==> src/rtl/cache_arbiter.sv <==
// Two-port round-robin arbiter sharing one line-wide memory port between an I-cache and a D-cache.
// Requests are latched on grant so the memory payload stays stable for the whole transaction.

module cache_arbiter_checker (
  input logic clk,
  input logic rst,
  input logic grant_d,
  input logic d_read,
  input logic d_write,
  input logic mem_read,
  input logic mem_write
);

  // Memory strobes are mutually exclusive.
  strobe_exclusive: assert property (@(posedge clk) disable iff (rst)
    !(mem_read && mem_write));

  // A D-side request carrying both ops is served as a write, but is still a client bug.
  d_op_exclusive: assert property (@(posedge clk) disable iff (rst)
    grant_d |-> !(d_read && d_write));

endmodule

module cache_arbiter #(
  parameter int LINE_W = 256,
  parameter int ADDR_W = 32
) (
  input  logic              clk,
  input  logic              rst,
  input  logic              i_read,
  input  logic [ADDR_W-1:0] i_address,
  output logic [LINE_W-1:0] i_rdata,
  output logic              i_resp,
  input  logic              d_read,
  input  logic              d_write,
  input  logic [ADDR_W-1:0] d_address,
  input  logic [LINE_W-1:0] d_wdata,
  output logic [LINE_W-1:0] d_rdata,
  output logic              d_resp,
  output logic              mem_read,
  output logic              mem_write,
  output logic [ADDR_W-1:0] mem_address,
  output logic [LINE_W-1:0] mem_wdata,
  input  logic [LINE_W-1:0] mem_rdata,
  input  logic              mem_resp
);

  typedef enum logic [1:0] {
    IDLE    = 2'd0,
    I_SERVE = 2'd1,
    D_SERVE = 2'd2
  } state_t;

  localparam logic GRANT_I = 1'b0;
  localparam logic GRANT_D = 1'b1;

  state_t            state_r;
  state_t            state_s;
  logic              last_grant_r;
  logic [ADDR_W-1:0] addr_r;
  logic [LINE_W-1:0] wdata_r;
  logic              write_op_r;
  logic              grant_i_s;
  logic              grant_d_s;
  logic              d_req_s;

  assign d_req_s     = d_read | d_write;
  assign mem_address = addr_r;
  assign mem_wdata   = wdata_r;
  // Return data bypasses straight from memory; forced low only while reset is held.
  assign i_rdata     = rst ? {LINE_W{1'b0}} : mem_rdata;
  assign d_rdata     = rst ? {LINE_W{1'b0}} : mem_rdata;

  // Next-state, grant decision and memory/response strobes.
  always_comb begin
    state_s   = state_r;
    grant_i_s = 1'b0;
    grant_d_s = 1'b0;
    mem_read  = 1'b0;
    mem_write = 1'b0;
    i_resp    = 1'b0;
    d_resp    = 1'b0;
    case (state_r)
      IDLE: begin
        if (i_read && d_req_s) begin
          // Tie: the side that did not win last time goes first.
          if (last_grant_r == GRANT_I) begin
            grant_d_s = 1'b1;
          end else begin
            grant_i_s = 1'b1;
          end
        end else if (i_read) begin
          grant_i_s = 1'b1;
        end else if (d_req_s) begin
          grant_d_s = 1'b1;
        end else begin
          grant_i_s = 1'b0;
        end
        if (grant_i_s) begin
          state_s = I_SERVE;
        end else if (grant_d_s) begin
          state_s = D_SERVE;
        end else begin
          state_s = IDLE;
        end
      end
      I_SERVE: begin
        mem_read = 1'b1;
        if (mem_resp) begin
          i_resp  = 1'b1;
          state_s = IDLE;
        end else begin
          state_s = I_SERVE;
        end
      end
      D_SERVE: begin
        mem_read  = ~write_op_r;
        mem_write = write_op_r;
        if (mem_resp) begin
          d_resp  = 1'b1;
          state_s = IDLE;
        end else begin
          state_s = D_SERVE;
        end
      end
      default: begin
        state_s = IDLE;
      end
    endcase
  end

  // State, round-robin pointer and latched request payload.
  always_ff @(posedge clk or posedge rst) begin
    if (rst) begin
      state_r      <= IDLE;
      last_grant_r <= GRANT_I;
      addr_r       <= {ADDR_W{1'b0}};
      wdata_r      <= {LINE_W{1'b0}};
      write_op_r   <= 1'b0;
    end else begin
      state_r <= state_s;
      if (grant_i_s) begin
        last_grant_r <= GRANT_I;
        addr_r       <= i_address;
        write_op_r   <= 1'b0;
      end else if (grant_d_s) begin
        last_grant_r <= GRANT_D;
        addr_r       <= d_address;
        wdata_r      <= d_wdata;
        write_op_r   <= d_write;
      end else begin
        last_grant_r <= last_grant_r;
      end
    end
  end

  cache_arbiter_checker u_checker (
    .clk       (clk),
    .rst       (rst),
    .grant_d   (grant_d_s),
    .d_read    (d_read),
    .d_write   (d_write),
    .mem_read  (mem_read),
    .mem_write (mem_write)
  );

endmodule

==> config.mk <==
export PLATFORM = sky130hd
export DESIGN_NAME = cache_arbiter
export DESIGN_NICKNAME = d
export VERILOG_FILES = /design/src/rtl/cache_arbiter.sv
export SDC_FILE = /design/constraint.sdc
export NUM_CORES = 1
export LEC_CHECK = 0
export BUFFER_PORTS_ARGS = -buffer_cell sky130_fd_sc_hd__clkbuf_2
export CAP_MARGIN = 15
export CORE_AREA = 2 2 540 542
export CTS_CLUSTER_DIAMETER = 60
export DETAILED_ROUTE_END_ITERATION = 7
export DIE_AREA = 0 0 542 544
export PLACE_DENSITY = 0.3
export SYNTH_ARGS = -nofsm -noshare
export SYNTH_HDL_FRONTEND = slang
export SYNTH_HIERARCHICAL = 1
export SYNTH_SLANG_ARGS = --single-unit
export TNS_END_PERCENT = 10
==> constraint.sdc <==
create_clock -name clk -period 13.1 [get_ports clk]
set_input_delay 1.31 -clock clk [delete_from_list [all_inputs] [get_ports clk]]
set_output_delay 1.31 -clock clk [all_outputs]
set_load 0.05 [all_outputs]
### Word-level counts from Yosys, hierarchy flattened

Index checks and enable logic that the tools add are counted.

* output and inout bits: 804
* RAM bits: 0
* bits in read-only memories: 0
* bits in latches: 0
* bits of input ports: 582
* memories kept: 0
* flip-flop bits (word level): 292
* logic and storage cells: 42

* multiply operators: 0
* bitwise operators: 3
* equality and inequality tests: 2
* reductions and logical operators: 4
* div/mod/pow operators: 0
* shift operators: 0
* add/sub/neg operators: 0
* order comparisons: 0
* multiplexer cells: 28

Operators by type and width (count)
* 2-to-1 mux 256 bit: 1
* 2-to-1 mux 32 bit: 2
* 2-to-1 mux 1 bit: 20
* 2-to-1 mux 2 bit: 3
* case mux 2 bit (3 select lines): 1
* == test 2 x 1 -> 1 bit, second input constant: 1
* == test 2 bit, second input constant: 1
* zero test 2 bit: 1
* NOT 1 bit: 2
* case mux 1 bit (2 select lines): 1
* AND reduction 2 bit: 1
* nonzero test 2 bit: 1
* logical AND 1 bit: 1
* OR 1 bit: 1

### Depth between registers and ports, before layout

* word-level depth: 8
* depth in mapped cells: 7
* gate-level depth less buffers: 5

### Worst setup path after synthesis

OpenSTA, ideal clock, no wires.

* path type: input -> output
* start: in rst
* end: out i_rdata[216]
* buffers on the path: 3
* path slack: 9.005 ns
* arrival time: 2.785 ns
* required time: 11.790 ns
* cell stages on the path: 4
* cells stage by stage: clkbuf_1 -> clkbuf_1 -> nor2b_1 -> buf_4

* cells in the longest elaborated chain, start to end: 1

RTL lines
* from (decl): RTL line 29 `input logic rst,`
* 2-to-1 mux 256 bit
* to (decl): RTL line 32 `output logic [LINE_W-1:0] i_rdata,`

Every way passes these cells.

### Final worst setup path

* start: in rst
* end: out i_rdata[133]

* cells in the longest elaborated chain, start to end: 1

RTL lines
* 2-to-1 mux 256 bit: RTL line 71 `assign i_rdata = rst ? {LINE_W{1'b0}} : mem_rdata;`

Every way passes these cells.

==> metrics <==
Hold Path Class=register to register; IO Port Bufs=approximately 1400; CTS buffer count=44; crit path max fanout=152; total grt overflow=0; H-tree levels=2; count leader, synth=dfrtp_1; clock latency on the worst-skew pair=around 0.63 ns; CP Data Required Time=11.79 ns; routed vias/inst=about 2.5; Core ar.=a little under 0.3 mm²; # Post-CTS Setup Buffers=0; antenna violations before repair=137; vias in the first global route=between 15000 and 20000; critical path startpoint category=primary input; RR Endpoint=mem_wdata[230]; time the worst path needs with I/O delays and setup=around 5.3 ns; status=finished clean; crit end category=primary output; clk buf depth=3; post-route DRC violation count=0; worst vdd ir=~0.00014 V; # resized after CTS=0; RSZ-0062 raised after global routing=false; Syn Inst Count=1264; Period Utilization, post-route=between 40% and 50%; clock-pin slew on the worst setup and hold paths=approximately 0.05 ns; 1st-iter DRT viols=between 700 and 800; Design Power=roughly 0.0070 W; final layout net count=just under 3000; met3 WL=about 22000 µm; RR Startpoint=state_r[0]; clock net sink count=292; Mapped Nets=1850; worst hold start=mem_wdata[76]; DIE WIDTH=around 540 µm; final worst slack=7.846 ns; Final HPWL DP=~160000 µm; Synth Cell Area=roughly 0.015 mm²; FMAX=about 190 MHz; Max-Cap Viols=0; share of layout cells above drive strength 1=a little over 70%; GPL Wtd Cong=1.147; Final Hold Vio Count=0; count of final setup violators=0; critical path class=primary input to primary output; fin. max-slew vios=0; Chip Height=between 500 and 600 µm; top post-synthesis cells by count=292 x dfrtp_1, 258 x nor2b_1, 257 x buf_4; CP arrival=3.94 ns; CTS tree=yes; Post-synth EDFFs=0; Synthesis Warnings=6; dpl ws=between 8 and 9 ns; uppermost layer routed=met5; pin count of the biggest net entering global routing=153; Synth async-reset ratio=100.0%; final WL=between 150000 and 200000 µm; Total GRT Usage=11.35%; # hold bufs at CTS=0; Yosys top cell by area=dfrtp_1; Top FF cell, synth=dfrtp_1; Worst Tran Pin Value=about 1.2 ns; starting density of the core=between 5 and 6%; Layout area overhead=70.25%; Die ar.=0.2948 mm²; layout filler cell count=33760; Power Density=267.2 mW/mm²; TNS Setup=0 ns; R2R Setup Slk=9.11 ns; combined area of the multi-input logic cells=about 0.0055 mm²; Avg WL per Cell=between 20 and 30 µm; hold path endpoint=mem_wdata[76]; final core utilization=a little under a tenth; Synth area leaders=dfrtp_1 47%, mux2_2 17%, buf_4 12%; num rows=about 200; remaining antenna violation count=0; hold depth=1; count of state elements after synthesis=approximately 300; met1 WL=slightly above 50000 µm; Lkg Pwr=approximately 12 nW; routed wl met2=about 90000 µm; Max Clock Skew=around 0.056 ns; Yosys cell types=29; Vias=~15000; Seq/Total Area, Yosys=~47%; Avg Cell Area, Syn=12.25 µm²; Initial DRT Pass Iterations=5; R2R depth=8; Sequential Area=approximately 0.0073 mm²; CTS root buffer=clkbuf_16; I/O Pins=roughly 1400; post-synth top area share=47.18%; first-pass GRT wire length=approximately 210000 µm; relative slew slack=19.42%
[layout make-up]
class / count / area share, %
clock buffers: 62 / 4.854
flip-flops and latches: 292 / 27.71
multi-input cells: 633 / 20.96
well taps: 3800 / 18.03
diodes: 49 / 0.4650
clock inverters: 16 / 0.8636
repair buffers: 1401 / 27.03
inverters: 4 / 0.08541
[cells in the final DEF, fill, tap and decap left out, types with 2 or more instances in the layout]
| cell type | instances |
|---|---|
| o21ai_0 | 33 |
| dfrtp_1 | 292 |
| inv_8 | 2 |
| mux2_4 | 23 |
| and2_1 | 4 |
| clkbuf_2 | 1384 |
| inv_1 | 3 |
| mux2_2 | 232 |
| clkbuf_16 | 45 |
| diode_2 | 49 |
| buf_8 | 2 |
| inv_6 | 4 |
| nor2b_2 | 5 |
| a32oi_1 | 32 |
| buf_4 | 11 |
| buf_12 | 3 |
| ha_1 | 4 |
| a2bb2oi_1 | 32 |
| clkinv_4 | 2 |
| nor2b_1 | 253 |
| clkinvlp_4 | 3 |
| clkbuf_1 | 8 |
| bufinv_16 | 3 |
| a21oi_1 | 2 |
| clkbuf_8 | 9 |
[registers in the layout, indices dropped and copies added, names as in the netlist]
register	cells
last_grant_r	1
mem_address	32
mem_wdata	256
state_r	2
write_op_r	1
[kinds of logic (layout without fill, tap and decap cells)]
group	after synthesis	in the layout	share of synthesized area [%]
and+or+nand+nor	268	268	10.91
muxes	256	256	19.17
buffers and inverters	339	1483	17.29
other	0	49	0
DFF	292	292	47.18
AOI/OAI and AO/OA	105	105	5.122
adders and majority gates	4	4	0.3232
[power by group]
part / switching [W] / leakage [nW] / internal, W / total, W
sequential: 0.000254 / 3.42 / 0.00137 / 0.00163
clock: 0.000490 / 0.726 / 0.000746 / 0.00124
combinational: 0.00318 / 7.92 / 0.00100 / 0.00418
[stage by stage]
stage / cells / hold WS (ns) / cell area, µm²
after CTS: 6208 / 0.4978 / 26250
after global placement: 6126 / 0.4812 / 24670
after floorplan: 1264 / 0.4808 / 15490
after detailed placement: 6130 / 0.4854 / 24740
final: 6257 / 0.4937 / 26370
after global routing: 6242 / 0.5111 / 26330
[worst max-delay path by stage]
stage          from  cells past startpoint            to  slack (ns)
4_1_cts         rst                      4  d_rdata[146]        8.25
2_1_floorplan   rst                      2  last_grant_r        3.54
6_report        rst                      4  i_rdata[133]        7.85
5_1_grt         rst                      4  i_rdata[133]        7.93
3_5_place_dp    rst                      4  d_rdata[146]        8.25
3_3_place_gp    rst                      3   i_rdata[12]        8.00
[worst max-delay path: stages]
cell      delay [ns]
buf_8           0.21
buf_12          0.45
nor2b_1         0.96
clkbuf_2        0.45
[routing by layer]
layer	global-route usage, %	vias to the layer above
met3	5.914	339
met2	21.30	1223
met5	0	-
met1	9.683	7459
li1	-	6301
met4	5.747	18
Note: power is estimated with default switching activity, not from simulation.
